**config.mk**
```make
export PLATFORM = sky130hd
export DESIGN_NAME = ub_read_sequencer_flat
export DESIGN_NICKNAME = d
export VERILOG_FILES = /design/src/rtl/ub_read_sequencer_if.sv /design/src/rtl/ub_read_sequencer.sv /design/src/flat_wrapper.sv
export SDC_FILE = /design/constraint.sdc
export NUM_CORES = 1
export LEC_CHECK = 0
export BUFFER_PORTS_ARGS = -buffer_cell sky130_fd_sc_hd__buf_4
export CAP_MARGIN = 10
export CORE_ASPECT_RATIO = 0.5
export CORE_UTILIZATION = 45
export CTS_BUF_LIST = sky130_fd_sc_hd__clkbuf_8
export DETAILED_ROUTE_END_ITERATION = 7
export HOLD_SLACK_MARGIN = 0.05
export PLACE_DENSITY = 0.68
export REMOVE_ABC_BUFFERS = 1
export SLEW_MARGIN = 20
export SYNTH_ARGS = -nofsm -noshare
export SYNTH_HDL_FRONTEND = slang
export SYNTH_SLANG_ARGS = --single-unit
```
**constraint.sdc**
```tcl
create_clock -name clk -period 5.1 [get_ports clk]
set_input_delay 0.255 -clock clk [delete_from_list [all_inputs] [get_ports clk]]
set_output_delay 0.255 -clock clk [all_outputs]
set_load 0.01 [all_outputs]
```
**src/rtl/ub_read_sequencer_if.sv**
```systemverilog
// Purpose: command and port-0 read bundle between a burst requester and ub_read_sequencer.
// Latency: none, this is only a grouping of wires.
// Backpressure: cmd_valid/cmd_ready handshake; read rows are flagged by data_valid/data_last.
// Signals:
//   cmd_valid, cmd_addr, cmd_length  requester -> sequencer burst command
//   cmd_ready                        sequencer -> requester, high while a command can be taken
//   ub_en0, ub_addr0                 sequencer -> buffer port 0 read strobe and row address
//   data_valid, data_last            sequencer -> consumer, qualify the buffer's read_port0
interface ub_read_sequencer_if #(
    parameter int ADDR_WIDTH   = 12,
    parameter int LENGTH_WIDTH = 32
);
    logic                    cmd_valid;
    logic                    cmd_ready;
    logic [ADDR_WIDTH-1:0]   cmd_addr;
    logic [LENGTH_WIDTH-1:0] cmd_length;
    logic                    ub_en0;
    logic [ADDR_WIDTH-1:0]   ub_addr0;
    logic                    data_valid;
    logic                    data_last;

    // Sequencer side.
    modport slave (
        input  cmd_valid, cmd_addr, cmd_length,
        output cmd_ready, ub_en0, ub_addr0, data_valid, data_last
    );

    // Requester / consumer side.
    modport master (
        output cmd_valid, cmd_addr, cmd_length,
        input  cmd_ready, ub_en0, ub_addr0, data_valid, data_last
    );
endinterface

```
**src/rtl/ub_read_sequencer.sv**
```systemverilog
// Purpose: issues one unified-buffer port-0 row read per cycle for a (start row, count) burst.
// Latency: first read the cycle after command acceptance; row data valid 3 enabled cycles after issue.
// Backpressure: global enable=0 freezes issue and the valid pipeline; a host master grant steals an issue slot.
// Ports:
//   clk, rst            clock, synchronous active-high reset
//   enable              global advance shared with the buffer
//   bus (slave)         command handshake, port-0 en/addr, data_valid/data_last row flags
//   master_req/gnt      host master-port arbitration (host has priority over issue)
//   busy, done          not idle / one-cycle burst completion pulse
module ub_read_sequencer #(
    parameter int TILE_WIDTH   = 4096,
    parameter int LENGTH_WIDTH = 32,
    parameter int READ_LATENCY = 3
) (
    input  logic                 clk,
    input  logic                 rst,
    input  logic                 enable,
    ub_read_sequencer_if.slave   bus,
    input  logic                 master_req,
    output logic                 master_gnt,
    output logic                 busy,
    output logic                 done
);
    localparam int                    ADDR_WIDTH = $clog2(TILE_WIDTH);
    localparam logic [ADDR_WIDTH-1:0] ADDR_MAX   = ADDR_WIDTH'(TILE_WIDTH - 1);

    typedef enum logic [1:0] {
        S_IDLE,
        S_ISSUE,
        S_DRAIN
    } state_t;

    state_t                  state_q, state_d;
    logic [ADDR_WIDTH-1:0]   cur_addr_q, cur_addr_d;
    logic [LENGTH_WIDTH-1:0] remaining_q, remaining_d;
    // Bit 0 tracks the buffer's RAM register, the top bit its final output register.
    logic [READ_LATENCY-1:0] v_q, v_d;
    logic [READ_LATENCY-1:0] l_q, l_d;
    logic                    done_q, done_d;

    logic issue;
    logic rem_is_one;
    logic accept;

    // A master access rewrites the buffer's RAM register. Refuse it only when a
    // burst row sits there and the output registers will not capture it this edge.
    assign master_gnt = master_req && (!v_q[0] || enable);
    assign issue      = (state_q == S_ISSUE) && enable && !master_gnt;
    assign rem_is_one = (remaining_q == LENGTH_WIDTH'(1));
    assign accept     = (state_q == S_IDLE) && bus.cmd_valid && enable;

    always_comb begin
        state_d     = state_q;
        cur_addr_d  = cur_addr_q;
        remaining_d = remaining_q;
        v_d         = v_q;
        l_d         = l_q;

        // The valid/last shadow pipeline moves in lockstep with the buffer's registers.
        if (enable) begin
            v_d = {v_q[READ_LATENCY-2:0], issue};
            l_d = {l_q[READ_LATENCY-2:0], issue && rem_is_one};
        end

        case (state_q)
            S_IDLE: begin
                if (accept) begin
                    cur_addr_d  = bus.cmd_addr;
                    remaining_d = bus.cmd_length;
                    state_d     = (bus.cmd_length == '0) ? S_DRAIN : S_ISSUE;
                end
            end
            S_ISSUE: begin
                if (issue) begin
                    cur_addr_d  = (cur_addr_q == ADDR_MAX) ? '0 : cur_addr_q + ADDR_WIDTH'(1);
                    remaining_d = remaining_q - LENGTH_WIDTH'(1);
                    if (rem_is_one) begin
                        state_d = S_DRAIN;
                    end
                end
            end
            S_DRAIN: begin
                if (v_q == '0) begin
                    state_d = S_IDLE;
                end
            end
            default: begin
                state_d = S_IDLE;
            end
        endcase

        // Registered pulse: high exactly in the DRAIN cycle that sees an empty pipeline,
        // which is also the cycle the FSM leaves for IDLE.
        done_d = (state_d == S_DRAIN) && (v_d == '0);
    end

    always_ff @(posedge clk) begin
        if (rst) begin
            state_q     <= S_IDLE;
            cur_addr_q  <= '0;
            remaining_q <= '0;
            v_q         <= '0;
            l_q         <= '0;
            done_q      <= 1'b0;
        end else begin
            state_q     <= state_d;
            cur_addr_q  <= cur_addr_d;
            remaining_q <= remaining_d;
            v_q         <= v_d;
            l_q         <= l_d;
            done_q      <= done_d;
        end
    end

    assign bus.cmd_ready  = (state_q == S_IDLE);
    assign bus.ub_en0     = issue;
    assign bus.ub_addr0   = cur_addr_q;
    assign bus.data_valid = v_q[READ_LATENCY-1];
    assign bus.data_last  = l_q[READ_LATENCY-1];
    assign busy           = (state_q != S_IDLE);
    assign done           = done_q;
endmodule

```
**src/flat_wrapper.sv**
```systemverilog
// flat-port wrapper written by rule: the top's interface ports become plain ports
module ub_read_sequencer_flat 
#(
    parameter int TILE_WIDTH   = 4096,
    parameter int LENGTH_WIDTH = 32,
    parameter int READ_LATENCY = 3
)
  (clk, rst, enable, master_req, master_gnt, busy, done, bus_cmd_valid, bus_cmd_addr, bus_cmd_length, bus_cmd_ready, bus_ub_en0, bus_ub_addr0, bus_data_valid, bus_data_last);
  ub_read_sequencer_if #(.ADDR_WIDTH(12), .LENGTH_WIDTH(LENGTH_WIDTH)) bus_i ();
  input  logic clk;
  input  logic rst;
  input  logic enable;
  input  logic master_req;
  output logic master_gnt;
  output logic busy;
  output logic done;
  input wire logic [$bits(bus_i.cmd_valid)-1:0] bus_cmd_valid;
  input wire logic [$bits(bus_i.cmd_addr)-1:0] bus_cmd_addr;
  input wire logic [$bits(bus_i.cmd_length)-1:0] bus_cmd_length;
  output wire logic [$bits(bus_i.cmd_ready)-1:0] bus_cmd_ready;
  output wire logic [$bits(bus_i.ub_en0)-1:0] bus_ub_en0;
  output wire logic [$bits(bus_i.ub_addr0)-1:0] bus_ub_addr0;
  output wire logic [$bits(bus_i.data_valid)-1:0] bus_data_valid;
  output wire logic [$bits(bus_i.data_last)-1:0] bus_data_last;
  assign bus_i.cmd_valid = bus_cmd_valid;
  assign bus_i.cmd_addr = bus_cmd_addr;
  assign bus_i.cmd_length = bus_cmd_length;
  assign bus_cmd_ready = bus_i.cmd_ready;
  assign bus_ub_en0 = bus_i.ub_en0;
  assign bus_ub_addr0 = bus_i.ub_addr0;
  assign bus_data_valid = bus_i.data_valid;
  assign bus_data_last = bus_i.data_last;
  ub_read_sequencer #(.TILE_WIDTH(TILE_WIDTH), .LENGTH_WIDTH(LENGTH_WIDTH), .READ_LATENCY(READ_LATENCY)) u_core (.clk(clk), .rst(rst), .enable(enable), .bus(bus_i), .master_req(master_req), .master_gnt(master_gnt), .busy(busy), .done(done));
endmodule
```
==> metrics.md, run 1 <==
| Metric | Value |
|---|---|
| # Post-CTS Setup Buffers | `0` |
| Setup TNS | `0 ps` |
| Num Clock Sinks | `53` |
| Non-filler cells, final | `about 580` |
| Max cap viols | `0` |
| Share of the synthesized area in the top cell type | `between 30% and 40%` |
| Largest net degree at the start of global routing | `54` |
| Placement Rows | `21` |
| Worst hold-check path type | `in -> reg` |
| Fraction of registers with async set/reset | `0%` |
| Vias per cell | `between 6 and 7` |
| Antenna diodes | `0` |
| Yosys reg bits | `53` |
| DR DRC count | `0` |
| Worst ir drop on vdd | `between 0.0001 and 0.00015 V` |
| Pwr/cell area | `roughly 290 nW/um^2` |
| DR pass1 iterations | `5` |
| Synthesized area per cell | `approximately 7.6 sq um` |
| RSZ-0062 raised after global routing | `false` |
| Final Critical Period | `around 2700 ps` |
| Vias | `3495` |
| Post-CTS Resized | `0` |
| GR Overflow Total | `0` |
| Die height | `about 63 um` |
| CP Cell Sequence | `inv_1 -> ha_1 -> or3b_2 -> or4_1 -> or4_1 -> o221ai_1 -> a211oi_1` |
| Final worst-path cycle share | `a little over half` |
| Cts bufs inserted | `5` |
| Crit path max-delay family | `simple AND/OR/NAND/NOR gates` |
| HPWL after detailed placement | `between 6000 and 7000 um` |
| GRT Total Usage | `between 20% and 30%` |
| Ys Warns | `0` |
| R2r setup slk | `around 2400 ps` |
| Final Max Tran Viols | `0` |
| Port Buffers | `between 60 and 70` |
| Area delta synth->final | `18.1%` |
| Max stage delay on crit path | `approximately 640 ps` |
| Layout Nets | `around 530` |
| WP data required | `around 5300 ps` |
| Reg2Reg Capture Point | `u_core.remaining_q[20]$_SDFFE_PP0P_` |
| Max transition margin | `55.9%` |
| Dominant cells by area after synthesis | `dfxtp_1 (32%), a21oi_1 (5.6%), nor2_1 (5.0%)` |
| Clk_lat worst skew | `roughly 330 ps` |
| R2r startpoint | `u_core.remaining_q[0]$_SDFFE_PP0P_` |
| Mapped cell area | `approximately 3300 sq um` |
| Ratio of cells with drive above 1 in the final layout | `between 20% and 30%` |
| Final Hold Viols | `0` |
| Worst path buffer plus inverter count | `1` |
| CTS tree | `built` |
| Vias in the first global route | `around 3.1k` |
| Clock transition at path regs | `roughly 110 ps` |
| Fillcell total | `681` |
| HP Start | `bus_cmd_addr[9]` |
| R2R depth | `7` |
| Worst clock skew | `15.5 ps` |
| Worst Max-Slew Pin Slew | `around 660 ps` |
| Worst path most repeated cell | `or4_1` |
| P_leak | `around 1.4 nW` |
| Critical-path top delay cell | `or4_1` |
| Total Wirelength | `approximately 9200 um` |
| Seq/Total Area, Yosys | `roughly a third` |
| Cell count after synthesis | `around 440` |
| Post-synth EDFFs | `0` |
| Final ANT Viol Nets | `0` |
| Routability congestion estimate | `0.811` |
| Area leader, netlist | `dfxtp_1` |
| Core Area | `between 6000 and 7000 sq um` |
| IO Pins | `about 70` |
| Outcome | `complete, no violations` |
| Final setup viols | `0` |
| Distinct cells, synth | `68` |
| Initial antenna violation count | `0` |
| Root buffer cell | `clkbuf_8` |
| Starting Density | `48.1%` |
| Hold Crit Depth | `3` |
| Maximum clock path buffer count | `2` |
| DR iter-0 viols | `slightly below 300` |
| Critical Path AT | `2940 ps` |
| CP Capture Type | `register` |
| Worst setup SP type | `register` |
| CP Class | `reg -> reg` |
| Critical path fanouts, max | `11` |
| Max Freq | `365 MHz` |
| Die X | `123 um` |
| WL/cell | `between 15 and 20 um` |
| First-pass GRT wire length | `between 15000 and 20000 um` |
| Hold Buf Count CTS | `0` |
| DIE AREA | `~7700 sq um` |
| Top_reg_cell synth | `dfxtp_1` |
| Placed cells | `between 500 and 600` |
| Worst hold endpoint | `u_core.bus.ub_addr0[9]$_SDFFE_PP0P_` |
| # H-tree levels | `2` |
-- worst max-delay path by stage --
| stage | endpoint | cells after the start | slack, ps | start |
|---|---|---|---|---|
| after global routing | u_core.remaining_q[20]$_SDFFE_PP0P_ | 7 | 2260 | u_core.remaining_q[0]$_SDFFE_PP0P_ |
| after CTS | u_core.remaining_q[20]$_SDFFE_PP0P_ | 7 | 2380 | u_core.remaining_q[0]$_SDFFE_PP0P_ |
| after global placement | u_core.remaining_q[20]$_SDFFE_PP0P_ | 7 | 2440 | u_core.remaining_q[0]$_SDFFE_PP0P_ |
| final | u_core.remaining_q[20]$_SDFFE_PP0P_ | 7 | 2360 | u_core.remaining_q[0]$_SDFFE_PP0P_ |
| after detailed placement | u_core.remaining_q[20]$_SDFFE_PP0P_ | 7 | 2390 | u_core.remaining_q[0]$_SDFFE_PP0P_ |
| after floorplan | u_core.remaining_q[30]$_SDFFE_PP0P_ | 4 | 1840 | u_core.state_q[0]$_SDFF_PP0_ |
-- where the power goes --
group | internal [mW] | leakage [nW] | switching (mW) | total, mW
Combinational | 0.132 | 0.949 | 0.202 | 0.333
Clock | 0.147 | 0.0543 | 0.157 | 0.304
Sequential | 0.444 | 0.434 | 0.0398 | 0.484
-- tightest hold or removal path, cell delays in order --
cell	delay (ps)
buf_4	80
nand2_1	40
a31oi_1	110
-- layout make-up --
cell class	instances	area [sq um]	area share, %
sequential	53	1060	27.1
clock buffer	5	68.8	1.76
timing repair buffer	72	541	13.8
clock inverter	3	46.3	1.18
inverter	12	45.0	1.15
tap	92	115	2.94
multi-input combinational	338	2040	52.0
-- layout by cell type, fill, tap and decap left out, types with 5 or more instances in the layout --
cell type / Yosys / layout
nand4_1: 8 / 8
a21oi_1: 37 / 37
or3_1: 9 / 9
nor4_1: 20 / 20
nand2_1: 43 / 43
inv_1: 12 / 12
or4_1: 8 / 8
nor2_1: 44 / 44
a211oi_1: 8 / 8
buf_4: 2 / 72
a31oi_1: 15 / 15
o21ai_0: 23 / 23
clkbuf_8: 4 / 5
and3_1: 5 / 5
nand3_1: 16 / 16
dfxtp_1: 53 / 53
nor3_1: 23 / 23
-- synth_stat cells (4+ instances only) --
cell / n
a211oi_1: 8
a21oi_1: 37
a31oi_1: 15
and3_1: 5
clkbuf_1: 18
clkbuf_8: 4
dfxtp_1: 53
inv_1: 12
mux2i_1: 4
nand2_1: 43
nand3_1: 16
nand4_1: 8
nor2_1: 44
nor3_1: 23
nor4_1: 20
o21ai_0: 23
o22ai_1: 4
or3_1: 9
or4_1: 8
-- layer usage --
metal / track usage [%] / up-vias / part of all wire (%)
met1: 35.3 / 1624 / 50
met2: 37.6 / 116 / 43
met5: 0 / - / 0
li1: - / 1741 / -
met4: 5.87 / 0 / 1.4
met3: 5.20 / 14 / 5.9
-- sequential cells by signal, indices dropped and copies added (netlist names) --
name / count
u_core.bus.ub_addr0: 12
u_core.remaining_q: 32
u_core.state_q: 2
u_core.v_q: 3
u_core.l_q: 3
u_core.done: 1
-- through the flow --
stage	total power, mW	area [sq um]	worst slack [ps]	utilization [%]	hold WS [ps]
2_1_floorplan	0.698	3120	1840	-	324
3_3_place_gp	0.821	3800	2440	55.2	449
3_5_place_dp	0.821	3800	2390	55.2	457
4_1_cts	1.12	3910	2380	56.9	196
5_1_grt	1.19	3910	2260	56.9	188
6_report	1.12	3910	2360	56.9	200
-- logic make-up (layout without fill, tap and decap cells) --
group                      after synthesis  in the layout  synth area share (%)
and+or+nand+nor                        201            201                  32.1
DFF                                     53             53                  32.0
muxes                                    4              4                  1.21
xor gates and xnor gates                 2              2                 0.529
buffers and inverters                   45             92                  7.17
adders and majority gates                3              3                  1.13
AOI/OAI and AO/OA                      128            128                  25.8
(Power assumes the default switching activity.)
==> inputs of run 2 (changes only) <==
- clock period: 5.1 -> 2.7 ns (I/O delays scaled with it)
==> run 2 against run 1 <==
  * Worst hold slack got worse by 130 ps
  * Non-clock buffer count rose by 10
  * Sequential share of layout area fell by 0.63 points
  * Global-route usage rose by 1.4 points
  * Clock skew fell by 9.0 ps
  * Clock-buffer cell count rose by 1
  * Combinational power rose by 100%
  * Setup slack got worse by 2200 ps
  * Register-to-register slack got worse by 2200 ps
  * Critical path type unchanged
  * Largest cell class unchanged
==> metrics.md, run 2 (synthesized netlist as in run 1, its figures left out) <==
| Metric | Value |
|---|---|
| Clock transition at path regs | `100 ps (was 110 ps)` |
| Worst path most repeated cell | `or4_1 (unchanged)` |
| Largest net degree at the start of global routing | `42 (was 54)` |
| Placed cells | `577 (was 567)` |
| Layout Nets | `544 (was 534)` |
| Placement Rows | `21 (unchanged)` |
| Max reg flops | `32 (unchanged)` |
| Most flops, register | `u_core.remaining_q (unchanged)` |
| Worst path buffer plus inverter count | `2 (was 1)` |
| Leading cell types in the layout, fill and taps excluded | `buf_4 (81), dfxtp_1 (53), nor2_1 (44) (was buf_4 (72), dfxtp_1 (53), nor2_1 (44))` |
| Critical-path top delay cell | `or3b_2 (was or4_1)` |
| Total power | `2.17 mW (was 1.12 mW)` |
| Crit path max-delay family | `simple AND/OR/NAND/NOR gates (unchanged)` |
| Maximum clock path buffer count | `2 (unchanged)` |
| First-pass GRT wire length | `15800 um (was 15100 um)` |
| R2r setup slk | `180 ps (was 2360 ps)` |
| Max transition margin | `56.4% (was 55.9%)` |
| Commonest non-fill, non-tap cell in the layout | `buf_4 (unchanged)` |
| HPWL after detailed placement | `6780 um (was 6290 um)` |
| CTS tree | `built (unchanged)` |
| Area of the multi-input gates | `2040 sq um (unchanged)` |
| Ratio of cells with drive above 1 in the final layout | `22.1% (was 20.5%)` |
| Worst clock skew | `6.43 ps (was 15.5 ps)` |
| Max stage delay on crit path | `510 ps (was 640 ps)` |
| CP Cell Sequence | `inv_1 -> ha_1 -> or3b_2 -> or4_1 -> buf_4 -> or4_1 -> a31oi_1 (was inv_1 -> ha_1 -> or3b_2 -> or4_1 -> or4_1 -> o221ai_1 -> a211oi_1)` |
| DR iter-0 viols | `215 (was 297)` |
| Max Freq | `397 MHz (was 365 MHz)` |
| # H-tree levels | `2 (unchanged)` |
| Routability congestion estimate | `0.848 (was 0.811)` |
| Final Max Tran Viols | `0 (unchanged)` |
| Critical path fanouts, max | `10 (was 11)` |
| Outcome | `complete, no violations (unchanged)` |
| Pwr/cell area | `542 nW/um^2 (was 287 nW/um^2)` |
| Antenna diodes | `0 (unchanged)` |
| Hold Buf Count CTS | `0 (unchanged)` |
| Post-Layout Inst Area | `4010 sq um (was 3910 sq um)` |
| Register area | `1060 sq um (unchanged)` |
| Die height | `62.7 um (unchanged)` |
| Worst hold-check path type | `in -> reg (unchanged)` |
| # Post-CTS Setup Buffers | `0 (unchanged)` |
| DIE AREA | `7730 sq um (unchanged)` |
| Vias per cell | `5.99 (was 6.08)` |
| Worst Max-Slew Pin Slew | `651 ps (was 657 ps)` |
| IO Pins | `68 (unchanged)` |
| GR Overflow Total | `0 (unchanged)` |
| Starting Density | `48.1% (unchanged)` |
| Placed Area | `3890 sq um (was 3800 sq um)` |
| Setup TNS | `0 ps (unchanged)` |
| Worst hold slack | `67.7 ps (was 200 ps)` |
| Clk_lat worst skew | `320 ps (was 330 ps)` |
| Worst ir drop on vdd | `0.000213 V (was 0.000127 V)` |
| P_leak | `1.49 nW (was 1.44 nW)` |
| Worst setup SP type | `register (unchanged)` |
| Core Area | `6880 sq um (unchanged)` |
| Vias | `3502 (was 3495)` |
| Area delta synth->final | `20.9% (was 18.1%)` |
| Final Hold Viols | `0 (unchanged)` |
| Critical Path AT | `2780 ps (was 2940 ps)` |
| Root buffer cell | `clkbuf_8 (unchanged)` |
| Post-CTS Resized | `0 (unchanged)` |
| GRT Total Usage | `26.1% (was 24.7%)` |
| Fillcell total | `681 (unchanged)` |
| DR pass1 iterations | `5 (unchanged)` |
| Final worst-path cycle share | `93.2% (was 53.7%)` |
| WL/cell | `16.2 um (was 16.0 um)` |
| CP Capture Type | `register (unchanged)` |
| Final ANT Viol Nets | `0 (unchanged)` |
| Max cap viols | `0 (unchanged)` |
| CP Class | `reg -> reg (unchanged)` |
| RSZ-0062 raised after global routing | `false (unchanged)` |
| Initial antenna violation count | `0 (unchanged)` |
| Non-filler cells, final | `585 (was 575)` |
| DR DRC count | `0 (unchanged)` |
| Port Buffers | `67 (unchanged)` |
| Cts bufs inserted | `5 (unchanged)` |
| Total Wirelength | `9490 um (was 9200 um)` |
| Final Critical Period | `2520 ps (was 2740 ps)` |
| Final setup viols | `0 (unchanged)` |
| Die X | `123 um (unchanged)` |
| Vias in the first global route | `3136 (was 3075)` |
| WP data required | `2960 ps (was 5300 ps)` |
| Num Clock Sinks | `53 (unchanged)` |
## run 2: cell type report
type / count / area share (%)
clock buffers: 6 / 2.06
repair buffers: 82 / 15.7
multi-input cells: 338 / 50.8
inverters: 12 / 1.12
clock inverters: 2 / 0.937
well taps: 92 / 2.87
flip-flops and latches: 53 / 26.5
## run 2: report_power, final
part           switching [mW]  internal (mW)  leakage, nW  total (mW)
Combinational           0.389          0.277        0.999       0.666
Sequential             0.0759          0.839        0.434       0.915
Clock                   0.287          0.302       0.0574       0.589
## run 2: final timing paths
path,endpoint,startpoint,cells past startpoint
worst max-delay path,u_core.remaining_q[30]$_SDFFE_PP0P_,u_core.remaining_q[0]$_SDFFE_PP0P_,7
worst min-delay path,u_core.bus.ub_addr0[9]$_SDFFE_PP0P_,bus_cmd_addr[9],3
worst max register to register,u_core.remaining_q[30]$_SDFFE_PP0P_,u_core.remaining_q[0]$_SDFFE_PP0P_,7
worst min register to register,u_core.l_q[0]$_SDFFE_PP0P_,u_core.l_q[0]$_SDFFE_PP0P_,2
## run 2: metal layers
| metal | share of wire, % | wire length [um] | global-route usage [%] |
|---|---|---|---|
| met1 | 48 | 4570 | 37.1 |
| met2 | 44 | 4180 | 39.0 |
| met3 | 6.7 | 637 | 6.02 |
| met4 | 1.1 | 106 | 7.23 |
| met5 | 0 | 0 | 0 |
## run 2: stage by stage
| step | util, % | worst slack [ps] |
|---|---|---|
| 2_1_floorplan | - | -561 |
| 3_3_place_gp | 56.5 | 225 |
| 3_5_place_dp | 56.5 | 199 |
| 4_1_cts | 58.2 | 184 |
| 5_1_grt | 58.2 | 39.3 |
| 6_report | 58.2 | 184 |
## run 2: worst reg2reg max path: stages (launching register included)
cell and delay, ps:
dfxtp_1 340, inv_1 90, ha_1 200, or3b_2 510, or4_1 460, buf_4 200
or4_1 500, a31oi_1 160
==> inputs of run 3 (changes only) <==
- CORE_ASPECT_RATIO: 0.5 -> 1.75
==> run 3 against run 2 <==
  * Routed wire length grew 2.9%
  * Clock-buffer cell count shrank 1
  * Setup slack lost 29 ps
  * Total power shrank 0.68%
  * Combinational power grew 1%
  * Largest cell class unchanged
==> metrics.md, run 3 (synthesized netlist as in run 1, its figures left out) <==
| Metric | Value |
|---|---|
| Ratio of cells with drive above 1 in the final layout | `22.1% (about the same)` |
| Pwr/cell area | `541 nW/um^2 (was 542 nW/um^2)` |
| Final Critical Period | `2550 ps (was 2520 ps)` |
| Internal | `1.40 mW (was 1.42 mW)` |
| Final WS setup | `154 ps (was 184 ps)` |
| Final setup viols | `0 (unchanged)` |
| Clock transition at path regs | `110 ps (was 100 ps)` |
| Commonest non-fill, non-tap cell in the layout | `buf_4 (unchanged)` |
| Cts bufs inserted | `5 (unchanged)` |
| Antenna diodes | `0 (unchanged)` |
| Outcome | `complete, no violations (unchanged)` |
| Area delta synth->final | `20.3% (was 20.9%)` |
| CTS tree | `built (unchanged)` |
| Hold Buf Count CTS | `0 (unchanged)` |
| Core Area | `7180 sq um (was 6880 sq um)` |
| Post-CTS Resized | `0 (unchanged)` |
| Vias | `3671 (was 3502)` |
| DR iter-0 viols | `346 (was 215)` |
| Net switching power | `0.759 mW (was 0.752 mW)` |
| Sequential Power Share | `42.5% (was 42.2%)` |
| Largest net degree at the start of global routing | `46 (was 42)` |
| Non-filler cells, final | `580 (was 585)` |
| Maximum clock path buffer count | `2 (unchanged)` |
| DIE AREA | `7720 sq um (was 7730 sq um)` |
| Starting Density | `46.1% (was 48.1%)` |
| Leading cell types in the layout, fill and taps excluded | `buf_4 (83), dfxtp_1 (53), nor2_1 (44) (was buf_4 (81), dfxtp_1 (53), nor2_1 (44))` |
| WL/cell | `16.8 um (was 16.2 um)` |
| Comb pwr share | `31.3% (was 30.7%)` |
| Die height | `116 um (was 62.7 um)` |
| Placed cells | `572 (was 577)` |
| Layout Nets | `545 (was 544)` |
| DR pass1 iterations | `5 (unchanged)` |
| Worst ir drop on vdd | `0.000413 V (was 0.000213 V)` |
| Worst Max-Slew Pin Slew | `594 ps (was 651 ps)` |
| HPWL after detailed placement | `6890 um (was 6780 um)` |
| Max Freq | `393 MHz (was 397 MHz)` |
| Total power | `2.16 mW (was 2.17 mW)` |
| P_leak | `1.49 nW (about the same)` |
| Worst hold-check path type | `in -> reg (unchanged)` |
| Final ANT Viol Nets | `0 (unchanged)` |
| Worst setup SP type | `register (unchanged)` |
| IO Pins | `68 (unchanged)` |
| Most flops, register | `u_core.remaining_q (unchanged)` |
| CP Capture Type | `register (unchanged)` |
| Final worst-path cycle share | `94.3% (was 93.2%)` |
| Num Clock Sinks | `53 (unchanged)` |
| First-pass GRT wire length | `15500 um (was 15800 um)` |
| DR DRC count | `0 (unchanged)` |
| Critical path fanouts, max | `5 (was 10)` |
| Worst hold slack | `81.8 ps (was 67.7 ps)` |
| Worst clock skew | `12.6 ps (was 6.43 ps)` |
| Die X | `66.9 um (was 123 um)` |
| Total Wirelength | `9770 um (was 9490 um)` |
| Routability congestion estimate | `0.876 (was 0.848)` |
| Max reg flops | `32 (unchanged)` |
| GR Overflow Total | `0 (unchanged)` |
| Max transition margin | `60.0% (was 56.4%)` |
| Fillcell total | `726 (was 681)` |
| Initial antenna violation count | `0 (unchanged)` |
| Post-Layout Inst Area | `3990 sq um (was 4010 sq um)` |
| Sw frac | `35.2% (was 34.6%)` |
| Placement Rows | `41 (was 21)` |
| # Post-CTS Setup Buffers | `0 (unchanged)` |
| Clk_lat worst skew | `320 ps (about the same)` |
| Critical Path AT | `2800 ps (was 2780 ps)` |
| WP data required | `2960 ps (about the same)` |
| CP Class | `reg -> reg (unchanged)` |
| Share of total power in the clock network | `26.2% (was 27.1%)` |
| Port Buffers | `67 (unchanged)` |
| Max cap viols | `0 (unchanged)` |
| GRT Total Usage | `25.9% (was 26.1%)` |
| Final Max Tran Viols | `0 (unchanged)` |
| # H-tree levels | `2 (unchanged)` |
| Vias in the first global route | `3201 (was 3136)` |
| Root buffer cell | `clkbuf_8 (unchanged)` |
| Dpl ws | `162 ps (was 199 ps)` |
| Vias per cell | `6.33 (was 5.99)` |
| Placed Area | `3870 sq um (was 3890 sq um)` |
| RSZ-0062 raised after global routing | `false (unchanged)` |
| Final Hold Viols | `0 (unchanged)` |
-- run 3: changes by cell type in the layout (fill, tap and decap cells not counted) --
| cell | delta |
|---|---|
| clkinv_4 | +1 |
| clkinvlp_4 | -1 |
| buf_4 | +2 |
| inv_1 | +1 |
| buf_12 | -1 |
| clkbuf_8 | -1 |
-- run 3: routing by layer --
layer,vias up,share of wire (%),global-route usage (%)
li1,1768,-,-
met1,1781,42,32.8
met2,109,51,43.8
met3,13,4.6,3.44
met4,0,2.4,9.50
met5,-,0,0
-- run 3: area by class of cell --
type / instances / area, sq um / area share (%)
Clock buffer: 5 / 68.8 / 1.73
Clock inverter: 3 / 42.5 / 1.07
Inverter: 12 / 45.0 / 1.13
Multi-Input combinational cell: 338 / 2040 / 51.1
Sequential cell: 53 / 1060 / 26.6
Tap cell: 86 / 108 / 2.70
Timing Repair Buffer: 83 / 623 / 15.6
-- run 3: final timing paths --
kind                            cells after the start                               start                             endpoint  slack (ps)
worst max-delay path                                7  u_core.remaining_q[0]$_SDFFE_PP0P_  u_core.remaining_q[30]$_SDFFE_PP0P_         150
worst min-delay path                                3                     bus_cmd_addr[9]  u_core.bus.ub_addr0[9]$_SDFFE_PP0P_          80
worst max register to register                      7  u_core.remaining_q[0]$_SDFFE_PP0P_  u_core.remaining_q[30]$_SDFFE_PP0P_         150
worst min register to register                      2          u_core.l_q[0]$_SDFFE_PP0P_           u_core.l_q[0]$_SDFFE_PP0P_         460
-- run 3: metrics by stage --
| step | utilization, % | TNS (ps) |
|---|---|---|
| 6_report | 55.5 | 0 |
| 4_1_cts | 55.5 | 0 |
| 3_5_place_dp | 53.9 | 0 |
| 5_1_grt | 55.5 | 0 |
| 2_1_floorplan | - | -4480 |
| 3_3_place_gp | 53.9 | 0 |
-- run 3: critical path, cell delays in order (launching register included) --
cell	delay, ps
dfxtp_1	340
inv_1	90
ha_1	220
or3b_2	510
or4_1	480
buf_4	180
or4_1	490
a31oi_1	170
-- run 3: power by group through the flow --
stage	combinational, mW	sequential [mW]	clock [mW]
after floorplan	0.399	0.918	0
after global placement	0.658	0.928	0
after detailed placement	0.670	0.931	0
after CTS	0.672	0.913	0.574
after global routing	0.737	0.924	0.605
final	0.675	0.916	0.564
